File: src/rtl/pipelined_shifter_if.sv
// pipelined_shifter_if: operand/result handshake bundle for the pipelined barrel shifter.
// master drives operations and consumes results; slave is the shifter side.
interface pipelined_shifter_if #(
    parameter int WIDTH   = 32,
    parameter int SHAMT_W = 5,
    parameter int TAG_W   = 4
);
    logic               in_valid;
    logic               in_ready;
    logic [WIDTH-1:0]   data_operandA;
    logic [SHAMT_W-1:0] ctrl_shiftamt;
    logic [1:0]         ctrl_mode;
    logic [TAG_W-1:0]   in_tag;
    logic               out_valid;
    logic               out_ready;
    logic [WIDTH-1:0]   data_result;
    logic [TAG_W-1:0]   out_tag;
    modport master (
        output in_valid, data_operandA, ctrl_shiftamt, ctrl_mode, in_tag, out_ready,
        input  in_ready, out_valid, data_result, out_tag
    );
    modport slave (
        input  in_valid, data_operandA, ctrl_shiftamt, ctrl_mode, in_tag, out_ready,
        output in_ready, out_valid, data_result, out_tag
    );
endinterface

File: src/rtl/pipelined_shifter.sv
// pipelined_shifter: valid/ready barrel shifter (SLL/SRL/SRA/ROR) whose log2 shift
// levels are spread evenly over PIPE_STAGES registered stages; a tag rides along.
module pipelined_shifter #(
    parameter int WIDTH       = 32,
    parameter int SHAMT_W     = 5,
    parameter int PIPE_STAGES = 2,
    parameter int TAG_W       = 4
) (
    input logic                clock,
    input logic                reset,
    pipelined_shifter_if.slave bus
);
    localparam int LAST = PIPE_STAGES - 1;

    logic [PIPE_STAGES-1:0] ld, nxt_unused, vld_d, vld_q, sign_d, sign_q, src_vld, src_sign;
    logic [WIDTH-1:0]       data_d [PIPE_STAGES];
    logic [WIDTH-1:0]       data_q [PIPE_STAGES];
    logic [WIDTH-1:0]       src_data [PIPE_STAGES];
    logic [SHAMT_W-1:0]     shamt_d [PIPE_STAGES];
    logic [SHAMT_W-1:0]     shamt_q [PIPE_STAGES];
    logic [SHAMT_W-1:0]     src_shamt [PIPE_STAGES];
    logic [1:0]             mode_d [PIPE_STAGES];
    logic [1:0]             mode_q [PIPE_STAGES];
    logic [1:0]             src_mode [PIPE_STAGES];
    logic [TAG_W-1:0]       tag_d [PIPE_STAGES];
    logic [TAG_W-1:0]       tag_q [PIPE_STAGES];
    logic [TAG_W-1:0]       src_tag [PIPE_STAGES];
    logic [WIDTH-1:0]       sh;
    logic                   nxt;

    // One barrel level: shift by 2**i; SRA fills from the sign captured at input.
    function automatic logic [WIDTH-1:0] shift_lvl(input logic [WIDTH-1:0] v, input int i,
                                                   input logic [1:0] m, input logic s);
        logic [WIDTH-1:0] ones;
        int n;
        ones = '1;
        n = 1 << i;
        return m == 2'b00 ? v << n :
               m == 2'b01 ? v >> n :
               m == 2'b10 ? (v >> n) | (s ? ~(ones >> n) : '0) :
                            (v >> n) | (v << (WIDTH - n));
    endfunction

    // Load enables ripple back from out_ready; an empty stage always loads.
    always_comb begin
        nxt = bus.out_ready;
        ld = '0;
        nxt_unused = '0;
        for (int k = LAST; k >= 0; k--) begin
            nxt = !vld_q[k] | nxt;
            ld[k] = nxt;
        end
    end

    assign bus.in_ready = ld[0] & !reset;

    always_comb begin
        src_data[0]  = bus.data_operandA;
        src_shamt[0] = bus.ctrl_shiftamt;
        src_mode[0]  = bus.ctrl_mode;
        src_tag[0]   = bus.in_tag;
        src_sign     = '0;
        src_vld      = '0;
        src_sign[0]  = bus.data_operandA[WIDTH-1];
        src_vld[0]   = bus.in_valid;
        for (int k = 1; k < PIPE_STAGES; k++) begin
            src_data[k]  = data_q[k-1];
            src_shamt[k] = shamt_q[k-1];
            src_mode[k]  = mode_q[k-1];
            src_tag[k]   = tag_q[k-1];
            src_sign[k]  = sign_q[k-1];
            src_vld[k]   = vld_q[k-1];
        end
    end

    always_comb begin
        sh = '0;
        vld_d = vld_q;
        sign_d = sign_q;
        for (int k = 0; k < PIPE_STAGES; k++) begin
            sh = src_data[k];
            for (int i = 0; i < SHAMT_W; i++)
                if (i * PIPE_STAGES / SHAMT_W == k && src_shamt[k][i])
                    sh = shift_lvl(sh, i, src_mode[k], src_sign[k]);
            data_d[k]  = ld[k] ? sh           : data_q[k];
            shamt_d[k] = ld[k] ? src_shamt[k] : shamt_q[k];
            mode_d[k]  = ld[k] ? src_mode[k]  : mode_q[k];
            tag_d[k]   = ld[k] ? src_tag[k]   : tag_q[k];
            sign_d[k]  = ld[k] ? src_sign[k]  : sign_q[k];
            vld_d[k]   = ld[k] ? src_vld[k]   : vld_q[k];
        end
    end

    always_ff @(posedge clock or posedge reset)
        if (reset) begin
            vld_q   <= '0;
            sign_q  <= '0;
            data_q  <= '{default: '0};
            shamt_q <= '{default: '0};
            mode_q  <= '{default: '0};
            tag_q   <= '{default: '0};
        end else begin
            vld_q   <= vld_d;
            sign_q  <= sign_d;
            data_q  <= data_d;
            shamt_q <= shamt_d;
            mode_q  <= mode_d;
            tag_q   <= tag_d;
        end

    assign bus.out_valid   = vld_q[LAST];
    assign bus.data_result = data_q[LAST];
    assign bus.out_tag     = tag_q[LAST];
endmodule

File: src/flat_wrapper.sv
// flat-port wrapper written by rule: the top's interface ports become plain ports
module pipelined_shifter_flat 
#(
    parameter int WIDTH       = 32,
    parameter int SHAMT_W     = 5,
    parameter int PIPE_STAGES = 2,
    parameter int TAG_W       = 4
)
  (clock, reset, bus_in_valid, bus_data_operandA, bus_ctrl_shiftamt, bus_ctrl_mode, bus_in_tag, bus_out_ready, bus_in_ready, bus_out_valid, bus_data_result, bus_out_tag);
  pipelined_shifter_if #(.WIDTH(WIDTH), .SHAMT_W(SHAMT_W), .TAG_W(TAG_W)) bus_i ();
  input logic clock;
  input logic reset;
  input wire logic [$bits(bus_i.in_valid)-1:0] bus_in_valid;
  input wire logic [$bits(bus_i.data_operandA)-1:0] bus_data_operandA;
  input wire logic [$bits(bus_i.ctrl_shiftamt)-1:0] bus_ctrl_shiftamt;
  input wire logic [$bits(bus_i.ctrl_mode)-1:0] bus_ctrl_mode;
  input wire logic [$bits(bus_i.in_tag)-1:0] bus_in_tag;
  input wire logic [$bits(bus_i.out_ready)-1:0] bus_out_ready;
  output wire logic [$bits(bus_i.in_ready)-1:0] bus_in_ready;
  output wire logic [$bits(bus_i.out_valid)-1:0] bus_out_valid;
  output wire logic [$bits(bus_i.data_result)-1:0] bus_data_result;
  output wire logic [$bits(bus_i.out_tag)-1:0] bus_out_tag;
  assign bus_i.in_valid = bus_in_valid;
  assign bus_i.data_operandA = bus_data_operandA;
  assign bus_i.ctrl_shiftamt = bus_ctrl_shiftamt;
  assign bus_i.ctrl_mode = bus_ctrl_mode;
  assign bus_i.in_tag = bus_in_tag;
  assign bus_i.out_ready = bus_out_ready;
  assign bus_in_ready = bus_i.in_ready;
  assign bus_out_valid = bus_i.out_valid;
  assign bus_data_result = bus_i.data_result;
  assign bus_out_tag = bus_i.out_tag;
  pipelined_shifter #(.WIDTH(WIDTH), .SHAMT_W(SHAMT_W), .PIPE_STAGES(PIPE_STAGES), .TAG_W(TAG_W)) u_core (.clock(clock), .reset(reset), .bus(bus_i));
endmodule
File: config.mk
export PLATFORM = sky130hd
export DESIGN_NAME = pipelined_shifter_flat
export DESIGN_NICKNAME = d
export VERILOG_FILES = /design/src/rtl/pipelined_shifter_if.sv /design/src/rtl/pipelined_shifter.sv /design/src/flat_wrapper.sv
export SDC_FILE = /design/constraint.sdc
export NUM_CORES = 1
export LEC_CHECK = 0
export ABC_AREA = 1
export CAP_MARGIN = 10
export CORE_MARGIN = 8
export CORE_UTILIZATION = 51
export DETAILED_ROUTE_END_ITERATION = 8
export PLACE_DENSITY = 0.78
export RECOVER_POWER = 50
export SYNTH_ARGS = -nofsm -noshare
export SYNTH_HDL_FRONTEND = slang
export SYNTH_SLANG_ARGS = --single-unit
File: constraint.sdc
create_clock -name clock -period 3.8 [get_ports clock]
set_clock_uncertainty 0.1 [all_clocks]
set_input_delay 0.95 -clock clock [delete_from_list [all_inputs] [get_ports clock]]
set_output_delay 0.95 -clock clock [all_outputs]
set_load 0.01 [all_outputs]
==> results of run 1 <==
## per-layer routing
layer	vias up	part of all wire	GRT usage
met3	33	0.057	0.0291
met4	0	0.029	0.0902
met5	-	0	0
met1	3017	0.45	0.294
met2	243	0.47	0.352
li1	3292	-	-
## final cells by class
type	instances	area share
clock inverters	7	0.0114
clock buffers	9	0.0308
flip-flops and latches	79	0.270
multi-input cells	765	0.500
repair buffers	97	0.127
inverters	60	0.0311
well taps	172	0.0294
## synth_stat cells (2+ instances only)
cell | number | area [µm²]
a21oi_1 | 66 | 330
a21oi_2 | 2 | 17.5
a22o_1 | 8 | 70.1
a22oi_1 | 7 | 52.6
a31oi_1 | 2 | 12.5
buf_1 | 4 | 15.0
buf_2 | 27 | 135
buf_4 | 36 | 270
buf_6 | 4 | 45.0
buf_8 | 2 | 30.0
clkbuf_1 | 19 | 71.3
dfrtp_1 | 79 | 1980
inv_1 | 53 | 199
inv_2 | 6 | 22.5
nand2_1 | 316 | 1190
nand3_1 | 172 | 861
nand3_2 | 17 | 170
nor2_1 | 53 | 199
nor2_2 | 3 | 18.8
nor2_4 | 2 | 22.5
nor2_8 | 2 | 40.0
o21ai_0 | 41 | 205
o21ai_1 | 11 | 55.1
o22ai_1 | 21 | 131
or2_1 | 5 | 31.3
or2_2 | 33 | 206
## cells in the final DEF (no fill, tap or decap)
master,n
nand2_1,316
nand3_1,172
dfrtp_1,79
a21oi_1,66
inv_1,53
nor2_1,52
clkdlybuf4s50_1,51
o21ai_0,44
or2_2,33
dlygate4sd3_1,32
o22ai_1,21
nand3_2,17
clkbuf_16,9
o21ai_1,8
a22o_1,8
buf_4,8
a22oi_1,7
inv_2,5
or2_1,5
inv_6,4
nor2_4,3
nor2_2,3
nor2_8,2
a31oi_1,2
a21oi_2,2
clkbuf_1,2
clkbuf_2,2
nand2_8,1
clkinv_2,1
o211ai_1,1
nand4_1,1
o22a_1,1
clkinvlp_2,1
inv_8,1
clkinvlp_4,1
bufinv_16,1
buf_2,1
buf_12,1
## power groups by stage
stage	Clock (mW)	Sequential [mW]	Combinational [mW]
floorplan	0	1.09	0.817
global placement	0	1.13	1.07
global route	0.936	1.14	1.19
CTS	0.900	1.12	1.09
finish	0.891	1.12	1.07
detailed placement	0	1.13	1.09
## flip-flops by register name, summed over array words and instances (netlist names)
| name | count |
|---|---|
| u_core.data_q | 32 |
| u_core.shamt_q | 2 |
| u_core.bus.data_result | 32 |
| u_core.bus.out_tag | 4 |
| u_core.vld_q | 2 |
| u_core.src_tag | 4 |
| u_core.sign_q | 1 |
| u_core.mode_q | 2 |
## stage by stage
stage               hold WS, ns  power, mW  std cells
detailed placement        0.366       2.22       1173
global route              0.391       3.26       1189
global placement          0.363       2.20       1173
floorplan                 0.323       1.91        997
CTS                       0.383       3.11       1189
finish                    0.374       3.07       1189
## critical path: cells and delay by family
kind / cells / cell delay [ns]
buf+inv: 5 / 1.27
simple gates: 3 / 0.29
## cell families (layout without fill, tap and decap cells)
| logic type | Yosys count | after routing | synth area share |
|---|---|---|---|
| compound gates | 160 | 160 | 0.139 |
| buf+inv | 153 | 173 | 0.124 |
| simple gates | 605 | 605 | 0.430 |
| flops | 79 | 79 | 0.308 |
## worst paths after layout
check	end	start	cells after the start
max	bus_in_ready	bus_out_ready	8
min	u_core.bus.data_result[15]	u_core.bus.data_result[15]	2
max reg2reg	u_core.bus.data_result[21]	u_core.vld_q[1]	5
min reg2reg	u_core.bus.data_result[15]	u_core.bus.data_result[15]	2
max in group asynchronous	u_core.data_q[55]	reset	4
min in group asynchronous	u_core.bus.data_result[5]	reset	3
==> flow_metrics.tcl, run 1 <==
set metrics [dict create \
    status "complete, but fails checks" \
    violations "capacitance limit, slew limit" \
    synth_area_um2 6430 \
    synth_cell_type_count 32 \
    core_area_um2 12500 \
    fp.dieW_um 128 \
    dpl_cell_area_um2 7030 \
    crit_top_cell "inv_1" \
    cts_sinks 79 \
    grt_remaining_overflow 0 \
    setup_viol 0 \
    tightest_slew_ns 1.91 \
    final_nets 1059 \
    async_flop_share 1.00 \
    wl_per_cell_um 15.0 \
    synth_ff_type "dfrtp_1" \
    vias 6585 \
    cp.required_ns 2.75 \
    ys_ff_latch 79 \
    synth_edf_count 0 \
    ys_seq_area_frac 0.308 \
    fin_crit_sh 0.935 \
    multi_input_area_um2 3660 \
    worst-path-max-fanout 2 \
    cts_setup_buffers 0 \
    finalCriticalPeriod_ns 3.55 \
    p_int_mw 1.96 \
    p_per_area_nw_per_um2 420 \
    final_core_util 0.587 \
    cp_slowest_stage_delay_ns 0.58 \
    fillCellCount 1247 \
    rsz0062_at_grt "false" \
    design_area_um2 7320 \
    pre_cts_ws_ns 0.391 \
    setup.worst_path.start_class "input pin" \
    cp.arrival_ns 2.50 \
    hpwl_um 13200 \
    antenna_found_initial 0 \
    p_seq_frac 0.363 \
    max_freq_mhz 281 \
    htree_levels 3 \
    cp-end-kind "output pin" \
    port_buffers 84 \
    seqCellArea_um2 1980 \
    cts_tree "yes" \
    die_y_um 128 \
    antennaDiodeCount 0 \
    pwr-share-clk 0.290 \
    gp_congestion 0.942 \
    cts_max_path_buffers 2 \
    syn_nets 1044 \
    netSwitchingPower_mw 1.12 \
    vias_per_cell 5.54 \
    syn_avg_cell_area_um2 6.45 \
    irDropWorstVdd_v 0.000207 \
    cts_inserted_buffers 9 \
    postRouteAntennaNets 0 \
    clk_latency_ns 0.34 \
    slew_viol_final 48 \
    postCtsResizedCells 0 \
    crit_type "input pin to output pin" \
    setup-tns-final_ns 0 \
    netlist_instances 997 \
    area_delta_synth_final_pct 13.9 \
    drive_gt1_frac 0.0944 \
    ioPinCount 85 \
    drtPass1Iterations 6 \
    hp-class "flip-flop to flip-flop" \
    drc_errors 0 \
    synth.yosys.warnings 0 \
    drv_cap 1 \
    wl_um 17800 \
    p_leak_nw 3.53 \
    grt_pass1_vias 6079 \
    crit_path_top_delay_cell "dlygate4sd3_1" \
    clk_pin_slew_ns 0.06 \
    final_hold_viol_count 0 \
    start_util 0.516 \
    power_frac_comb 0.347 \
    slew_headroom -0.276 \
    hold_buffers 0 \
    path_cells "dlygate4sd3_1 -> nor2_4 -> inv_1 -> nor2_2 -> inv_2 -> nand2_1 -> inv_1 -> clkdlybuf4s50_1" \
    p_sw_frac 0.363 \
    rows 41 \
    grt_max_degree 53 \
    grtUsageTotal 0.220 \
    r2r_slack_ns 1.32 \
    grt_pass1_wl_um 29500 \
    fp.dieArea_um2 16500 \
    cts_root_buf "clkbuf_16" \
    drt_iter0_drc 707 \
    fin_ws_ns 0.246 \
]
No activity file was read; power rests on OpenSTA's default activity.
==> run 2: changes to the inputs <==
Settings changed: GPL_ROUTABILITY_DRIVEN from default to 0, SKIP_LAST_GASP from default to 1.
==> flow_metrics.tcl, run 2 (same netlist as run 1, synthesis figures left out) <==
set metrics [dict create \
    grtUsageTotal 0.224 \
    cp-end-kind "output pin" \
    cts_max_path_buffers 2 \
    status "complete, but fails checks" \
    grt_pass1_wl_um 30000 \
    dp.cells 1173 \
    start_util 0.516 \
    drive_gt1_frac 0.0944 \
    irDropWorstVdd_v 0.000234 \
    grt_max_degree 53 \
    final_hold_viol_count 0 \
    fin_ws_ns 0.219 \
    setup.worst_path.start_class "input pin" \
    drc_errors 0 \
    hold_buffers 0 \
    finalCriticalPeriod_ns 3.58 \
    postRouteAntennaNets 0 \
    clk_latency_ns 0.34 \
    cp.required_ns 2.75 \
    p_leak_nw 3.54 \
    final_common_cell "nand2_1" \
    vias 6682 \
    area_delta_synth_final_pct 14.0 \
    die_y_um 128 \
    cp.arrival_ns 2.53 \
    fin_crit_sh 0.942 \
    multi_input_area_um2 3660 \
    cts_setup_buffers 0 \
    final_cell_mix "nand2_1, nand3_1, dfrtp_1, a21oi_1" \
    port_buffers 84 \
    wl_um 17900 \
    final_nets 1059 \
    setup-tns-final_ns 0 \
    cts_root_buf "clkbuf_16" \
    hpwl_um 13100 \
    setup_viol 0 \
    path_cells "dlygate4sd3_1 -> nor2_4 -> inv_2 -> nor2_2 -> inv_2 -> nand2_1 -> inv_1 -> clkdlybuf4s50_1" \
    max_freq_mhz 279 \
    rsz0062_at_grt "false" \
    antennaDiodeCount 0 \
    violations "capacitance limit, slew limit" \
    final_cells 1189 \
    p_per_area_nw_per_um2 422 \
    antenna_found_initial 0 \
    slew_viol_final 84 \
    worst-path-max-fanout 2 \
    cts_sinks 79 \
    postCtsResizedCells 0 \
    grt_pass1_vias 6201 \
    seqCellArea_um2 1980 \
    rows 41 \
    drt_iter0_drc 627 \
    ioPinCount 85 \
    vias_per_cell 5.62 \
    tightest_slew_ns 1.86 \
    drv_cap 2 \
    clk_pin_slew_ns 0.06 \
    pre_cts_ws_ns 0.336 \
    cts_tree "yes" \
    fp.dieW_um 128 \
    grt_remaining_overflow 0 \
    hp-class "flip-flop to flip-flop" \
    crit_type "input pin to output pin" \
    fillCellCount 1228 \
    slew_headroom -0.238 \
    fp.dieArea_um2 16500 \
    cp_slowest_stage_delay_ns 0.58 \
    drtPass1Iterations 7 \
    wl_per_cell_um 15.1 \
    cts_inserted_buffers 9 \
    htree_levels 3 \
    core_area_um2 12500 \
    crit_top_cell "inv_2" \
    crit_path_top_delay_cell "dlygate4sd3_1" \
]
[run 2: cell types whose count changed in the layout (fill, tap and decap cells not counted), sizes merged]
cell	previous run	this run
buf	10	9
clkbuf	13	15
clkinv	1	3
clkinvlp	2	1
inv	63	61
[run 2: routing by layer]
layer | part of all wire | track usage | vias up
met5 | 0 | 0 | -
met4 | 0.037 | 0.108 | 0
met3 | 0.079 | 0.0387 | 51
met2 | 0.46 | 0.352 | 290
met1 | 0.42 | 0.291 | 3053
li1 | - | - | 3288
[run 2: path summary, 6_finish.rpt]
check / start / to / depth (start not counted) / slack [ns]
min reg2reg: u_core.bus.data_result[15] / u_core.bus.data_result[15] / 2 / 0.37
max reg2reg: u_core.vld_q[1] / u_core.bus.data_result[22] / 5 / 1.34
max in group asynchronous: reset / u_core.data_q[63] / 4 / 0.65
min: u_core.bus.data_result[15] / u_core.bus.data_result[15] / 2 / 0.37
max: bus_out_ready / bus_in_ready / 8 / 0.22
min in group asynchronous: reset / u_core.bus.data_result[6] / 3 / 1.56
[run 2: layout make-up]
type,instances,area share
clock buffer,10,0.0326
clock inverter,6,0.0104
inverter,60,0.0311
multi-input combinational,765,0.500
sequential,79,0.270
tap,172,0.0294
timing repair buffer,97,0.127
[run 2: metrics by stage]
| step | hold slack [ns] | instance area (µm²) | total power, mW | util |
|---|---|---|---|---|
| 2_1_floorplan | 0.323 | 6430 | 1.91 | - |
| 3_3_place_gp | 0.363 | 7030 | 2.20 | 0.564 |
| 3_5_place_dp | 0.364 | 7030 | 2.22 | 0.564 |
| 4_1_cts | 0.382 | 7340 | 3.13 | 0.589 |
| 5_1_grt | 0.386 | 7320 | 3.29 | 0.588 |
| 6_report | 0.371 | 7320 | 3.09 | 0.588 |
[run 2: critical path: cells and delay by family]
kind / cells / cell delay (ns)
buf+inv: 5 / 1.22
simple gates: 3 / 0.36
[run 2: where the power goes]
group / total [mW] / leakage (nW) / switching [mW] / internal, mW
clock: 0.907 / 0.156 / 0.368 / 0.538
sequential: 1.12 / 0.946 / 0.121 / 0.998
combinational: 1.07 / 2.43 / 0.630 / 0.436
total: 3.09 / 3.54 / 1.12 / 1.97
